File: config.mk
export PLATFORM = sky130hd
export DESIGN_NAME = alu_mc
export DESIGN_NICKNAME = d
export VERILOG_FILES = /design/src/rtl/alu_pkg.sv /design/src/rtl/alu_muldiv_iter.sv /design/src/rtl/alu_mc.sv
export SDC_FILE = /design/constraint.sdc
export NUM_CORES = 1
export LEC_CHECK = 0
export ABC_CLOCK_PERIOD_IN_PS = 11200
export BUFFER_PORTS_ARGS = -buffer_cell sky130_fd_sc_hd__clkbuf_2
export CELL_PAD_IN_SITES_DETAIL_PLACEMENT = 0
export CELL_PAD_IN_SITES_GLOBAL_PLACEMENT = 1
export CORE_AREA = 2 2 181 183
export DETAILED_ROUTE_END_ITERATION = 16
export DIE_AREA = 0 0 183 185
export GPL_TIMING_DRIVEN = 0
export PLACE_DENSITY_LB_ADDON = 0.1
export SYNTH_ARGS = -nofsm -noshare
export SYNTH_HDL_FRONTEND = slang
export SYNTH_SLANG_ARGS = --single-unit
File: constraint.sdc
create_clock -name clk -period 11.2 [get_ports clk]
set_input_delay 1.12 -clock clk [delete_from_list [all_inputs] [get_ports clk]]
set_output_delay 1.12 -clock clk [all_outputs]
set_load 0.1 [all_outputs]
File: src/rtl/alu_pkg.sv
// Shared opcode map, FSM encoding and opcode classification helpers for alu_mc.
package alu_pkg;

   localparam logic [4:0] OP_ADD  = 5'b00000;
   localparam logic [4:0] OP_SUB  = 5'b00001;
   localparam logic [4:0] OP_MUL  = 5'b00010;
   localparam logic [4:0] OP_DIV  = 5'b00011;
   localparam logic [4:0] OP_REM  = 5'b00100;
   localparam logic [4:0] OP_AND  = 5'b00101;
   localparam logic [4:0] OP_OR   = 5'b00110;
   localparam logic [4:0] OP_XOR  = 5'b00111;
   localparam logic [4:0] OP_NAND = 5'b01000;
   localparam logic [4:0] OP_NOR  = 5'b01001;
   localparam logic [4:0] OP_XNOR = 5'b01010;
   localparam logic [4:0] OP_NOT  = 5'b01011;
   localparam logic [4:0] OP_NEG  = 5'b01100;
   localparam logic [4:0] OP_SLL  = 5'b01101;
   localparam logic [4:0] OP_SRL  = 5'b01110;
   localparam logic [4:0] OP_SRA  = 5'b01111;
   localparam logic [4:0] OP_SLT  = 5'b10000;
   localparam logic [4:0] OP_SLTU = 5'b10001;
   localparam logic [4:0] OP_INC  = 5'b10010;
   localparam logic [4:0] OP_DEC  = 5'b10011;
   localparam logic [4:0] OP_ROL  = 5'b10100;
   localparam logic [4:0] OP_ROR  = 5'b10101;
   localparam logic [4:0] OP_PASA = 5'b10110;
   localparam logic [4:0] OP_PASB = 5'b10111;
   localparam logic [4:0] OP_MULH = 5'b11000;

   typedef enum logic [1:0] {
      S_IDLE = 2'd0,
      S_ITER = 2'd1,
      S_DONE = 2'd2
   } state_e;

   function automatic logic is_iterative(input logic [4:0] op);
      return (op == OP_MUL) || (op == OP_MULH) || (op == OP_DIV) || (op == OP_REM);
   endfunction

   function automatic logic is_div_op(input logic [4:0] op);
      return (op == OP_DIV) || (op == OP_REM);
   endfunction

endpackage

File: src/rtl/alu_muldiv_iter.sv
// Iterative shift-add multiplier / restoring divider sharing one WIDTH+1-bit adder.
// The first step is taken on the start edge, so WIDTH steps finish WIDTH-1 cycles later.
module alu_muldiv_iter
   import alu_pkg::*;
#(
   parameter int WIDTH = 16
) (
   input  logic             clk,
   input  logic             rst_n,
   input  logic             start,
   input  logic [WIDTH-1:0] a,
   input  logic [WIDTH-1:0] b,
   input  logic [4:0]       opcode,
   output logic             busy,
   output logic             done,
   output logic [WIDTH-1:0] result
);

   localparam int CW = $clog2(WIDTH) + 1;

   // {hi, lo}: product register for multiply, {remainder, dividend/quotient} for divide
   logic [WIDTH-1:0] hi_q, hi_d, lo_q, lo_d, mcand_q, mcand_d;
   logic             div_q, div_d, sel_hi_q, sel_hi_d, busy_q, busy_d;
   logic [CW-1:0]    cnt_q, cnt_d;

   logic [WIDTH-1:0] hi_s, lo_s, mc_s, hi_n, lo_n;
   logic             dv_s, add_cin;
   logic [WIDTH:0]   r_sh, add_x, add_y, sum;

   always_comb begin
      hi_s = start ? '0 : hi_q;
      lo_s = start ? a : lo_q;
      mc_s = start ? b : mcand_q;
      dv_s = start ? is_div_op(opcode) : div_q;
      r_sh = {hi_s, lo_s[WIDTH-1]};
      if (dv_s) begin
         add_x   = r_sh;
         add_y   = ~{1'b0, mc_s};
         add_cin = 1'b1;
      end else begin
         add_x   = {1'b0, hi_s};
         add_y   = lo_s[0] ? {1'b0, mc_s} : '0;
         add_cin = 1'b0;
      end
      sum = add_x + add_y + {{WIDTH{1'b0}}, add_cin};
      if (dv_s) begin
         // remainder < divisor keeps r_sh < 2*divisor, so sum[WIDTH] is the borrow
         hi_n = sum[WIDTH] ? r_sh[WIDTH-1:0] : sum[WIDTH-1:0];
         lo_n = {lo_s[WIDTH-2:0], ~sum[WIDTH]};
      end else begin
         hi_n = sum[WIDTH:1];
         lo_n = {sum[0], lo_s[WIDTH-1:1]};
      end
   end

   always_comb begin
      hi_d     = hi_q;
      lo_d     = lo_q;
      mcand_d  = mcand_q;
      div_d    = div_q;
      sel_hi_d = sel_hi_q;
      busy_d   = busy_q;
      cnt_d    = cnt_q;
      if (start) begin
         mcand_d  = b;
         div_d    = is_div_op(opcode);
         sel_hi_d = (opcode == OP_MULH) || (opcode == OP_REM);
         busy_d   = 1'b1;
         cnt_d    = CW'(WIDTH);
      end else if (busy_q) begin
         cnt_d = cnt_q - 1'b1;
         if (cnt_q == CW'(2)) busy_d = 1'b0;
      end
      if (start || busy_q) begin
         hi_d = hi_n;
         lo_d = lo_n;
      end
   end

   always_ff @(posedge clk or negedge rst_n) begin
      if (!rst_n) begin
         hi_q     <= '0;
         lo_q     <= '0;
         mcand_q  <= '0;
         div_q    <= 1'b0;
         sel_hi_q <= 1'b0;
         busy_q   <= 1'b0;
         cnt_q    <= '0;
      end else begin
         hi_q     <= hi_d;
         lo_q     <= lo_d;
         mcand_q  <= mcand_d;
         div_q    <= div_d;
         sel_hi_q <= sel_hi_d;
         busy_q   <= busy_d;
         cnt_q    <= cnt_d;
      end
   end

   assign busy   = busy_q;
   assign done   = busy_q && (cnt_q == CW'(2));
   assign result = sel_hi_q ? hi_q : lo_q;

endmodule

File: src/rtl/alu_mc.sv
// Handshaked multi-cycle ALU: single-cycle ops register in one cycle, MUL/MULH/DIV/REM
// go through the iterative unit and complete WIDTH+1 cycles after acceptance.
module alu_mc
   import alu_pkg::*;
#(
   parameter int WIDTH = 16
) (
   input  logic             clk,
   input  logic             rst_n,
   input  logic             in_valid,
   output logic             in_ready,
   input  logic [WIDTH-1:0] a,
   input  logic [WIDTH-1:0] b,
   input  logic [4:0]       opcode,
   output logic             out_valid,
   input  logic             out_ready,
   output logic [WIDTH-1:0] result,
   output logic             zero,
   output logic             negative,
   output logic             carry_out,
   output logic             overflow,
   output logic             div_by_zero
);

   localparam int SHW = $clog2(WIDTH);

   state_e           state_q, state_d;
   logic             out_valid_q, out_valid_d, zero_q, zero_d, neg_q, neg_d;
   logic             carry_q, carry_d, ovf_q, ovf_d, dbz_q, dbz_d;
   logic [WIDTH-1:0] result_q, result_d;

   logic             accept, start, it_busy, it_done;
   logic [WIDTH-1:0] it_result, alu_res;
   logic             alu_c, alu_v, alu_dbz;
   logic [SHW-1:0]   sh, rot_amt;
   logic [2*WIDTH-1:0] rot_w;
   logic [WIDTH:0]   sum_w;

   assign in_ready = (state_q == S_IDLE) && !it_busy && (!out_valid_q || out_ready);
   assign accept   = in_valid && in_ready;
   assign sh       = b[SHW-1:0];
   // Right-rotating {a,a}: low half is ROR (ROL uses the negated amount), high half is SRL
   assign rot_amt  = (opcode == OP_ROL) ? -sh : sh;
   assign rot_w    = {a, a} >> rot_amt;

   always_comb begin
      alu_res = '0;
      alu_c   = 1'b0;
      alu_v   = 1'b0;
      alu_dbz = 1'b0;
      sum_w   = '0;
      case (opcode)
         OP_ADD: begin
            sum_w   = {1'b0, a} + {1'b0, b};
            alu_res = sum_w[WIDTH-1:0];
            alu_c   = sum_w[WIDTH];
            alu_v   = (a[WIDTH-1] == b[WIDTH-1]) && (sum_w[WIDTH-1] != a[WIDTH-1]);
         end
         OP_SUB: begin
            sum_w   = {1'b0, a} - {1'b0, b};
            alu_res = sum_w[WIDTH-1:0];
            alu_c   = sum_w[WIDTH];
            alu_v   = (a[WIDTH-1] != b[WIDTH-1]) && (sum_w[WIDTH-1] != a[WIDTH-1]);
         end
         OP_INC: begin
            sum_w   = {1'b0, a} + (WIDTH+1)'(1);
            alu_res = sum_w[WIDTH-1:0];
            alu_c   = sum_w[WIDTH];
         end
         OP_DEC: begin
            sum_w   = {1'b0, a} - (WIDTH+1)'(1);
            alu_res = sum_w[WIDTH-1:0];
            alu_c   = sum_w[WIDTH];
         end
         // Only the b == 0 case of DIV/REM is ever loaded from this path
         OP_DIV, OP_REM: alu_dbz = 1'b1;
         OP_AND:  alu_res = a & b;
         OP_OR:   alu_res = a | b;
         OP_XOR:  alu_res = a ^ b;
         OP_NAND: alu_res = ~(a & b);
         OP_NOR:  alu_res = ~(a | b);
         OP_XNOR: alu_res = ~(a ^ b);
         OP_NOT:  alu_res = ~a;
         OP_NEG:  alu_res = '0 - a;
         OP_SLL:  alu_res = a << sh;
         OP_SRL:  alu_res = rot_w[2*WIDTH-1:WIDTH];
         OP_SRA:  alu_res = $signed(a) >>> sh;
         OP_SLT:  alu_res = ($signed(a) < $signed(b)) ? '1 : '0;
         OP_SLTU: alu_res = (a < b) ? '1 : '0;
         OP_ROL, OP_ROR: alu_res = rot_w[WIDTH-1:0];
         OP_PASA: alu_res = a;
         OP_PASB: alu_res = b;
         default: alu_res = '0;
      endcase
   end

   always_comb begin
      state_d     = state_q;
      out_valid_d = out_valid_q && !out_ready;
      result_d    = result_q;
      carry_d     = carry_q;
      ovf_d       = ovf_q;
      dbz_d       = dbz_q;
      start       = 1'b0;
      case (state_q)
         S_IDLE: begin
            if (accept) begin
               if (is_iterative(opcode) && !(is_div_op(opcode) && (b == '0))) begin
                  start   = 1'b1;
                  state_d = S_ITER;
               end else begin
                  out_valid_d = 1'b1;
                  result_d    = alu_res;
                  carry_d     = alu_c;
                  ovf_d       = alu_v;
                  dbz_d       = alu_dbz;
               end
            end
         end
         S_ITER: if (it_done) state_d = S_DONE;
         S_DONE: begin
            out_valid_d = 1'b1;
            result_d    = it_result;
            carry_d     = 1'b0;
            ovf_d       = 1'b0;
            dbz_d       = 1'b0;
            state_d     = S_IDLE;
         end
         default: state_d = S_IDLE;
      endcase
      zero_d = (result_d == '0);
      neg_d  = result_d[WIDTH-1];
   end

   always_ff @(posedge clk or negedge rst_n) begin
      if (!rst_n) begin
         state_q     <= S_IDLE;
         out_valid_q <= 1'b0;
         result_q    <= '0;
         zero_q      <= 1'b0;
         neg_q       <= 1'b0;
         carry_q     <= 1'b0;
         ovf_q       <= 1'b0;
         dbz_q       <= 1'b0;
      end else begin
         state_q     <= state_d;
         out_valid_q <= out_valid_d;
         result_q    <= result_d;
         zero_q      <= zero_d;
         neg_q       <= neg_d;
         carry_q     <= carry_d;
         ovf_q       <= ovf_d;
         dbz_q       <= dbz_d;
      end
   end

   alu_muldiv_iter #(.WIDTH(WIDTH)) u_iter (
      .clk    (clk),
      .rst_n  (rst_n),
      .start  (start),
      .a      (a),
      .b      (b),
      .opcode (opcode),
      .busy   (it_busy),
      .done   (it_done),
      .result (it_result)
   );

   assign out_valid   = out_valid_q;
   assign result      = result_q;
   assign zero        = zero_q;
   assign negative    = neg_q;
   assign carry_out   = carry_q;
   assign overflow    = ovf_q;
   assign div_by_zero = dbz_q;

endmodule

== Yosys cells after proc, flatten, opt, wreduce, memory -nomap -nowiden ==
Cells that the tools add are included.
Word-level totals
  word-level logic and storage cells: 149
  latch bits: 0
  bits in writable memories: 0
  memories kept: 0
  output and inout port bits: 23
  register bits: 80
  ROM bits: 0
  input bits: 41
Operators by class
  shift operators: 3
  $lt $le $gt $ge: 2
  add/subtract/negate cells: 9
  $mul: 0
  reduce and logical (&&, ||, !) cells: 30
  mux-type cells: 46
  div/mod/pow operators: 0
  equal/unequal tests: 35
  bitwise logic cells: 9
Operator list (count)
  one-hot mux 16 bit (20 select lines): 1
  2-to-1 mux 16 bit: 12
  inverter 16 bit: 4
  == test 5 bit, second input constant: 9
  == test 5 x 4 -> 1 bit, second input constant: 8
  2-to-1 mux 17 bit: 2
  logical NOT 16 bit: 2
  less-than comparator 16 bit: 2
  one-hot mux 16 bit (2 select lines): 1
  >> shifter 32 x 4 -> 32 bit: 1
  == test 5 x 3 -> 1 bit, second input constant: 4
  adder 16 x 1 -> 17 bit, second input constant: 1
  adder 16 x 16 -> 17 bit: 1
  adder 17 x 1 -> 17 bit: 1
  adder 17 bit: 1
  2-to-1 mux 1 bit: 17
  inverter 16 -> 17 bit: 1
  subtractor 16 x 1 -> 17 bit, second input constant: 1
  subtractor 16 x 16 -> 17 bit: 1
  AND 16 bit: 1
  OR 16 bit: 1
  << shifter 16 x 4 -> 16 bit: 1
  >>> shifter 16 x 4 -> 16 bit: 1
  subtractor 1 x 16 -> 16 bit, first input constant: 1
  26 further kinds: 59

== Logic depth before layout (Yosys ltp) ==
Gate-level depths: netlist (run 1).
  depth in word-level cells: 15
  gate-level depth with buffers: 28
  gate-level depth less buffers: 22

== Modules after synthesis ==
Synthesis (run 1) repeated with hierarchy kept, for this count alone.
Unflattened totals
  cell total of the unflattened synthesis: 1670
  area, all modules: 12587.1 um2
Modules (own cells, without submodules)
  alu_mc: seq. area each 575.6 um2, area each 8343.0 um2, times used 1, cells an instance 1209
  alu_muldiv_iter: seq. area each 1401.3 um2, area each 4244.1 um2, times used 1, cells an instance 461

== Worst setup path after synthesis (run 1) ==
No wires, ideal clock.
  path kind: input-to-reg
  from: input port out_ready
  to: register u_iter.hi_q[12]
  data arrival time: 8186 ps
  cell stages on the path: 22
  setup time: 126 ps
  slack: 2888 ps
  required time: 11074 ps
  buffers on the path: 3
  cell sequence: nor2b_1 > nor4_1 > nand2_1 > o21a_1 > a21oi_1 > clkbuf_1 > buf_1 > clkbuf_1 > mux2i_1 > fa_1 > inv_1 > fa_1 > nor2b_1 > o21a_1 > o21ai_0 > a21oi_1 > o211ai_1 > a31o_2 > xnor2_1 > nand2_1 > o32ai_1 > nor2_1
On the way
  cells in the longest elaborated chain, start to end: 12
  elaborated cells between the ends (all ways): 19
  those cells by class: 2 x add/sub; 12 x mux; 1 x bitwise; 4 x reduce/logical
Ends and longest elaborated chain
  start: declaration: line alu_mc.sv:16  | input logic out_ready,
  logical OR 1 bit (*): line alu_mc.sv:39  | assign in_ready = (state_q == S_IDLE) && !it_busy && (!out_valid_q || out_ready);
  logical AND 1 bit (*): line alu_mc.sv:39
  net in_ready: line alu_mc.sv:11  | output logic in_ready,
  logical AND 1 bit (*): line alu_mc.sv:40  | assign accept = in_valid && in_ready;
  2-to-1 mux 1 bit (*): line alu_mc.sv:107  | if (accept) begin
  2-to-1 mux 1 bit (*): line alu_mc.sv:105  | case (state_q)
  2-to-1 mux 16 bit (on tied branches): line alu_muldiv_iter.sv:33, alu_muldiv_iter.sv:32
  2-to-1 mux 16 bit / inverter 16 -> 17 bit (equally long branches): line alu_muldiv_iter.sv:42, alu_muldiv_iter.sv:38
  2-to-1 mux 17 bit: line alu_muldiv_iter.sv:36  | if (dv_s) begin
  adder 17 bit: line alu_muldiv_iter.sv:45  | sum = add_x + add_y + {{WIDTH{1'b0}}, add_cin};
  adder 17 x 1 -> 17 bit: line alu_muldiv_iter.sv:45
  2-to-1 mux 16 bit: line alu_muldiv_iter.sv:48  | hi_n = sum[WIDTH] ? r_sh[WIDTH-1:0] : sum[WIDTH-1:0];
  2-to-1 mux 16 bit: line alu_muldiv_iter.sv:46  | if (dv_s) begin
  end signal: assignment: line alu_muldiv_iter.sv:90  | hi_q <= hi_d;
  end: declaration: line alu_muldiv_iter.sv:22  | logic [WIDTH-1:0] hi_q, hi_d, lo_q, lo_d, mcand_q, mcand_d;
The timed path passes the listed nets; every way through them passes the cells marked *.
A chain may end at the register's enable or synchronous reset.

== Worst setup path in the final report (run 1) ==
  from: input port b[1]
  to: register u_iter.hi_q[4]
On the way
  cells in the longest elaborated chain, start to end: 14
  elaborated cells between the ends (all ways): 21
  those cells by class: 2 x add/sub; 13 x mux; 1 x bitwise; 5 x reduce/logical
Ends and longest elaborated chain
  start: declaration: line alu_mc.sv:13  | input logic [WIDTH-1:0] b,
  logical NOT 16 bit: line alu_mc.sv:108  | if (is_iterative(opcode) && !(is_div_op(opcode) && (b == '0))) begin
  logical AND 1 bit: line alu_mc.sv:108
  logical NOT 1 bit: line alu_mc.sv:108
  logical AND 1 bit: line alu_mc.sv:108
  2-to-1 mux 1 bit: line alu_mc.sv:108
  2-to-1 mux 1 bit: line alu_mc.sv:107
  2-to-1 mux 1 bit: line alu_mc.sv:105
  2-to-1 mux 16 bit (on tied branches): line alu_muldiv_iter.sv:33, alu_muldiv_iter.sv:32
  2-to-1 mux 16 bit / inverter 16 -> 17 bit (equally long branches): line alu_muldiv_iter.sv:42, alu_muldiv_iter.sv:38
  2-to-1 mux 17 bit: line alu_muldiv_iter.sv:36
  adder 17 bit: line alu_muldiv_iter.sv:45
  adder 17 x 1 -> 17 bit: line alu_muldiv_iter.sv:45
  2-to-1 mux 16 bit: line alu_muldiv_iter.sv:48
  2-to-1 mux 16 bit: line alu_muldiv_iter.sv:46
Parallel ways exist; a longest one is shown, timed or not.

==> results.md, run 1 <==
- Status: complete, but fails checks
- Violated checks: capacitance limit
- Required time worst endpoint: 11420 ps
- Top Ports: 64
- Die ar.: between 30000 and 40000 µm²
- Drt wl/cell: 33.3 µm
- Count of distinct cell types in the synthesized netlist: 96
- Worst relative slew slack: 0.162%
- Die span in x: 183 µm
- Tmin final: around 9400 ps
- Final worst setup slack: 1820 ps
- Critical path class: input pin to register
- Post-Syn Instances: 1708
- Maximum VDD drop: between 0.00015 and 0.0002 V
- Crit path largest cell delay: about 1100 ps
- Final net count: 1901
- First-pass GRT wire length: 103 mm
- Switching Fraction: 53.4%
- Seq pwr share: 22.4%
- # fillers: ~3400
- Syn_area_per_cell: around 7.4 µm²
- HP Class: register to register
- WHS Path Cells: 2
- GRT Total Usage: 42.4%
- R2r setup slk: 4620 ps
- Top cell by count, worst path: a21oi_1
- Placed cells: around 2200
- Initial DRC Count: 2272
- CP arrival: 9590 ps
- Worst-skew pair later-pin latency: 360 ps
- Register area share after synthesis: between 10% and 20%
- Unrepaired setup endpoints after global routing: no
- Starting Density: 39.2%
- Net switching power: 1330 µW
- Grt total ovfl: 0
- Place WS: 1800 ps
- Clk network pwr share: 14.3%
- Post CTS Setup Buffer Count: 0
- Ys flop type: dfrtp_1
- Worst r2r dst: u_iter.hi_q[4]
- Vias in the first global route: 14300
- Vias post-DR: 15500
- Tcrit/Tclk final: ~84%
- Int Pwr: 1170 µW
- Max-cap check violation count: 3
- Final wirelength: between 70 and 80 mm
- CTS tree: yes
- Fmax: between 0.1 and 0.15 GHz
- Placer congestion estimate: 1.08
- Setup TNS Final: 0 ps
- PwrDens: 181 nW/µm²
- DR DRC count: 0
- Sink Count: 79
- Pin count of the biggest net entering global routing: 58
- Finished Layout Cells: between 2000 and 2500
- Syn-to-layout area delta: 9.81%
- Hold Path End: u_iter.mcand_q[1]
- Syn Std Cell Area: 12600 µm²
- CP Launch Type: input pin
- Root buffer cell: clkbuf_16
- Fin Clk Skew: a little over 8 ps
- Ys async rst share: 100%
- Synth Register Bits: 79
- Post-CTS resize count: 0
- Share of layout cells above drive strength 1: 11.1%
- Depth of the CTS H-tree: 3
- Post-synth EDFFs: 0
- Min-delay src: u_iter.mcand_q[1]
- Initial antenna violation count: 3
- Final max-slew violation count: 0
- Clock slew at reported path FFs: 70 ps
- Hold buffers post-CTS: 0
- Worst-Margin Slew: between 1000 and 1500 ps
- Comb power frac: 63.3%
- Worst Reg2Reg Path Length in Cells: 22
- Syn nets: 1825
- Ys Warns: 0
- Static Leak: 0.00552 µW
- Crit end category: register
- Worst r2r src: u_iter.busy
- Vias per cell: 7.06
- Detailed Routing Iterations Pass 1: 5
- Die Ht: between 150 and 200 µm
- # rows: 66
- Most frequent cells in the layout: nor2_1 (163), nand2_1 (163), a21oi_1 (129), o21ai_0 (109), mux2i_1 (93)
- Hpwl dp: a little under 60 mm
- TritonCTS buffer count: 9
- Setup violators final: 0
- Remaining antenna violation count: 0
- Bufs on Longest Clock Path: 2
- Slowest stage cell, crit path: buf_1
- Port bufs: 63
- Fin. Hold Viols: 0
- Top fanout value on the critical path: 12
- Core Box Area: 32000 µm²
==> kinds of logic after synthesis <==
kind of cell	count (synthesis)	synth area share, %
mux	135	12.5
compound gates	534	28.4
buf+inv	192	6.43
simple gates	643	25.6
fa+ha+maj	76	7.80
flops	79	15.7
xor+xnor	49	3.47
==> sequential cells by signal, summed over array words and instances (netlist names), 2 cells and up <==
register / flops
u_iter.lo_q: 16
result: 15
u_iter.mcand_q: 16
u_iter.hi_q: 16
u_iter.cnt_q: 5
state_q: 2
==> synthesized netlist by cell type (7+ instances only) <==
cell       instances  share of area [%]
buf_4             10               0.60
a211oi_1          21                1.3
o221ai_1           7               0.49
mux2i_1           93                7.4
nor2_1           163                4.9
a22o_1             8               0.56
o211ai_1          23                1.4
nor3b_1            8               0.48
nor2b_1           18               0.90
a21o_1            16               0.96
nor4_1            24                1.2
a22oi_1           12               0.72
a221o_1           11               0.88
buf_2             28                1.1
or3_1             11               0.55
mux4_2            14                2.5
nand3b_1           8               0.48
and2_1            11               0.55
buf_1             11               0.33
a31oi_1           24                1.2
o22ai_1           27                1.3
and3_1            10               0.50
nand3_1           72                2.9
ha_1              72                7.2
or2_2              7               0.35
mux2_2            26                2.3
dfrtp_1           79                 16
o21ai_0          109                4.3
xnor2_1           45                3.1
o32ai_1            8               0.56
nand2_1          163                4.9
inv_1             61                1.8
nand2b_1          22                1.1
o2111ai_1          8               0.56
clkbuf_1          75                2.2
nor3_1            59                2.3
o21a_1             9               0.54
nand4_1           22                1.1
a21oi_1          129                5.1
o21bai_1          11               0.66
a2111oi_0         17                1.2
a221oi_1          14               0.98
o2bb2ai_1         12               0.84
==> worst max-delay path: cells and delay by family <==
kind,cells,cell delay (ps)
compound gates,9,2380
simple gates,4,450
fa+ha+maj,3,1160
xor+xnor,1,300
buf+inv,9,3920
mux,1,230
==> how the worst max path moves through the flow <==
stage	startpoint	to	slack (ps)
6_report	b[1]	u_iter.hi_q[4]	1820
5_1_grt	b[1]	u_iter.hi_q[6]	1450
4_1_cts	b[1]	u_iter.hi_q[6]	2140
3_5_place_dp	b[1]	u_iter.hi_q[6]	1800
3_3_place_gp	b[1]	u_iter.hi_q[6]	1800
2_1_floorplan	out_ready	u_iter.hi_q[12]	2890
==> per-layer routing <==
metal / up-vias / GRT usage, % / wire, µm
met4: 0 / 20.3 / 4190
met3: 247 / 15.3 / 9390
met2: 1129 / 60.2 / 29300
met1: 7550 / 56.8 / 30300
li1: 6585 / - / -
met5: - / 0 / 0
==> cell type report <==
| cell class | count | area [µm²] | area share [%] |
|---|---|---|---|
| timing repair buffer | 65 | 350 | 2.54 |
| clock inverter | 5 | 104 | 0.752 |
| inverter | 66 | 248 | 1.79 |
| multi-input combinational | 1437 | 9800 | 71.0 |
| tap | 408 | 510 | 3.70 |
| antenna | 1 | 2.50 | 0.0181 |
| sequential | 79 | 1980 | 14.3 |
| buffer | 126 | 561 | 4.06 |
| clock buffer | 11 | 253 | 1.83 |
==> through the flow <==
stage	power (µW)	util [%]	hold WS (ps)	cell area, µm²
4_1_cts	2460	43.0	494	13800
3_5_place_dp	2090	41.9	479	13400
5_1_grt	2640	43.1	524	13800
2_1_floorplan	1650	-	448	12600
3_3_place_gp	2070	41.8	467	13400
6_report	2500	43.1	492	13800
==> power by group through the flow <==
| stage | combinational [µW] | clock [µW] | sequential (µW) |
|---|---|---|---|
| after floorplan | 967 | 0 | 679 |
| after global placement | 1520 | 0 | 554 |
| after detailed placement | 1540 | 0 | 556 |
| after CTS | 1550 | 362 | 551 |
| after global routing | 1700 | 371 | 571 |
| final | 1580 | 359 | 560 |
Power figures use the tool's default switching activity.
==> run 2: changes to the inputs <==
--- a/config.mk
+++ b/config.mk
@@ -5,13 +5,14 @@
 export SDC_FILE = /design/constraint.sdc
 export NUM_CORES = 1
 export LEC_CHECK = 0
-export ABC_CLOCK_PERIOD_IN_PS = 11200
+export ABC_AREA = 1
+export ABC_CLOCK_PERIOD_IN_PS = 7600
 export BUFFER_PORTS_ARGS = -buffer_cell sky130_fd_sc_hd__clkbuf_2
 export CELL_PAD_IN_SITES_DETAIL_PLACEMENT = 0
 export CELL_PAD_IN_SITES_GLOBAL_PLACEMENT = 1
-export CORE_AREA = 2 2 181 183
+export CORE_AREA = 2 2 180 182
 export DETAILED_ROUTE_END_ITERATION = 16
-export DIE_AREA = 0 0 183 185
+export DIE_AREA = 0 0 182 184
 export GPL_TIMING_DRIVEN = 0
 export PLACE_DENSITY_LB_ADDON = 0.1
 export SYNTH_ARGS = -nofsm -noshare
==> constraint.sdc (replaced) <==
create_clock -name clk -period 7.6 [get_ports clk]
set_input_delay 0.76 -clock clk [delete_from_list [all_inputs] [get_ports clk]]
set_output_delay 0.76 -clock clk [all_outputs]
set_load 0.1 [all_outputs]
==> run 2 against run 1 <==
Non-clock buffer count is 34 lower. The flow now finishes without violations. Routed wire length shrank 16%. Register-to-register slack got worse by 2700 ps.
==> results.md, run 2 <==
- Vias per cell: 5.88
- Post CTS Setup Buffer Count: 0
- Final worst setup slack: 290 ps
- Fin. Hold Viols: 0
- Post-synthesis mux area share: 0%
- Die span in x: about 180 µm
- Final instance area: 13300 µm²
- Syn Std Cell Area: 12200 µm²
- Synth area leader: nand2_1
- Starting Density: 38.7%
- Drt wl/cell: 23.0 µm
- Syn_area_per_cell: 5.52 µm²
- Initial antenna violation count: 0
- Critical path class: input pin to register
- Placer congestion estimate: 1.02
- Post-CTS resize count: 0
- Tcrit/Tclk final: 96.2%
- Ant. Diodes: 0
- Final wirelength: 61.6 mm
- Crit path largest cell delay: around 820 ps
- Post-Synth XOR/XNOR Area: about 2.1%
- Int Pwr: 1610 µW
- Synth area leaders: nand2_1 (21%), dfrtp_1 (16%), nand3_1 (11%), o21ai_0 (7.7%), ha_1 (7.4%)
- Largest regs: u_iter.hi_q x16, u_iter.lo_q x16, u_iter.mcand_q x16
- Tmin final: 7310 ps
- CP arrival: 7550 ps
- Area share of the largest cell type after synthesis: approximately a fifth
- Synth Register Bits: roughly 80
- Grt total ovfl: 0
- Worst relative slew slack: 29.1%
- Clock slew at reported path FFs: 70 ps
- Core Box Area: 31400 µm²
- Slowest stage cell, crit path: clkbuf_1
- Final max-slew violation count: 0
- Pin count of the biggest net entering global routing: 49
- Bufs on Longest Clock Path: 2
- Post-synth EDFFs: 0
- Share of layout cells above drive strength 1: under 10%
- Register area share after synthesis: 16.3%
- # rows: 65
- Unrepaired setup endpoints after global routing: no
- Hold buffers post-CTS: 0
- Ys Warns: 0
- Worst-skew pair later-pin latency: 350 ps
- Worst r2r src: state_q[1]
- Post-placement cell area: 13000 µm²
- # fillers: 3565
- Maximum VDD drop: 0.000264 V
- Synth Area in Simple Gates: 44.3%
- Setup TNS Final: 0 ps
- Post-Syn Instances: 2200
- HP Class: input pin to async pin
- Most common library cells after synthesis: nand2_1 (685), nand3_1 (262), nor2_1 (230)
- Final core occ: between 40 and 50%
- Status: completed
- Sink Count: 79
- Adder-cell area share of the yosys netlist: 8.07%
- Static Leak: 0.00696 µW
- Place WS: 108 ps
- Switching Fraction: between 50% and 60%
- Most frequent cells in the layout: nand2_1 (685), nand3_1 (262), nor2_1 (230), inv_1 (213), o21ai_0 (187)
- Vias post-DR: roughly 16000
- Fin Clk Skew: 12.2 ps
- Final net count: between 2000 and 2500
- Initial DRC Count: 2194
- Remaining antenna violation count: 0
- Max-cap check violation count: 0
- Syn nets: 2317
- CP Launch Type: input pin
- Crit end category: register
- Count of distinct cell types in the synthesized netlist: between 40 and 50
- PwrDens: 277 nW/µm²
- Depth of the CTS H-tree: 3
- Ys async rst share: 100%
- Detailed Routing Iterations Pass 1: 8
- Setup crit start: b[1]
- Worst-Margin Slew: 1060 ps
- Fmax: 0.137 GHz
- Syn-to-layout area delta: 9.62%
- GRT Total Usage: between 30% and 40%
- Comb power frac: 66.7%
- Die Ht: 184 µm
- Power after layout: 3690 µW
- Net switching power: 2080 µW
- Root buffer cell: clkbuf_16
- Count leader, synth: nand2_1
- Largest family of logic cells by synthesized area: simple AND/OR/NAND/NOR gates
- Vias in the first global route: 14400
- Ys flop type: dfrtp_1
- Die ar.: about 33000 µm²
- TritonCTS buffer count: 9
- Required time worst endpoint: 7840 ps
- Clk network pwr share: 13.3%
- Seq pwr share: 20.0%
- Commonest non-fill, non-tap cell in the layout: nand2_1
- Setup violators final: 0
- Port bufs: 62
- Synth Area in Compound Gates: 18.7%
- Top Ports: 64
- CTS tree: yes
- DR DRC count: 0
- Top fanout value on the critical path: 12
- First-pass GRT wire length: 91.6 mm
- Hpwl dp: 50.4 mm
## run 2: cell count changes after synthesis, sizes merged, moves of 18 or more
cell	delta
nand2	+529
nand3	+193
inv	+161
mux2i	-93
o21ai	+90
nor2	+76
nor3	-38
xnor2	-37
mux2	-28
nand2b	-22
nor4	-22
a211oi	-20
clkbuf	-19
nor2b	-18
## run 2: area by class of cell
cell class / count / area, µm² / share of cell area, %
timing repair buffer: 63 / 333 / 2.50
buffer: 94 / 422 / 3.17
sequential: 79 / 1980 / 14.8
tap: 402 / 503 / 3.78
inverter: 231 / 867 / 6.51
multi-input combinational: 1796 / 8890 / 66.7
clock inverter: 4 / 76.3 / 0.573
clock buffer: 12 / 256 / 1.93
## run 2: metal layers
layer	vias to the layer above	track usage [%]	wire length, µm
met5	-	0	0
met4	0	13.5	2730
met3	118	5.47	6090
met2	859	54.3	25300
met1	7395	53.1	27500
li1	7394	-	-
## run 2: per-stage QoR
stage / hold slack [ps] / std cells
after floorplan: 449 / 2200
after global placement: 461 / 2664
after detailed placement: 465 / 2665
after CTS: 482 / 2681
after global routing: 487 / 2681
final: 472 / 2681
## run 2: power by group through the flow
stage | Combinational, µW | Clock, µW | Sequential, µW
3_3_place_gp | 2390 | 0 | 737
2_1_floorplan | 1520 | 0 | 978
6_report | 2460 | 490 | 737
5_1_grt | 2720 | 515 | 752
4_1_cts | 2420 | 497 | 731
3_5_place_dp | 2410 | 0 | 737
## run 2: worst paths after layout
path                                         to  slack (ps)  cells after the start
worst max-delay path            u_iter.hi_q[14]         290                     28
worst min-delay path            u_iter.cnt_q[2]         470                      1
worst max register to register  u_iter.hi_q[14]        1950                     26
worst min register to register  u_iter.hi_q[14]         480                      2
max in group asynchronous        u_iter.hi_q[8]        6480                      2
min in group clk                u_iter.hi_q[14]         480                      2
## run 2: critical path, delay by kind of cell
| kind | cells | cell delay, ps |
|---|---|---|
| simple gates | 9 | 1710 |
| compound gates | 6 | 1450 |
| fa+ha+maj | 3 | 1020 |
| buf+inv | 10 | 2580 |
## run 2: cell families (layout without fill, tap and decap cells)
| kind of cell | count (synthesis) | count (layout) |
|---|---|---|
| AOI/OAI and AO/OA | 416 | 416 |
| xor gates and xnor gates | 29 | 29 |
| adders and majority gates | 76 | 76 |
| buffers and inverters | 325 | 404 |
| DFF | 79 | 79 |
| and+or+nand+nor | 1275 | 1275 |
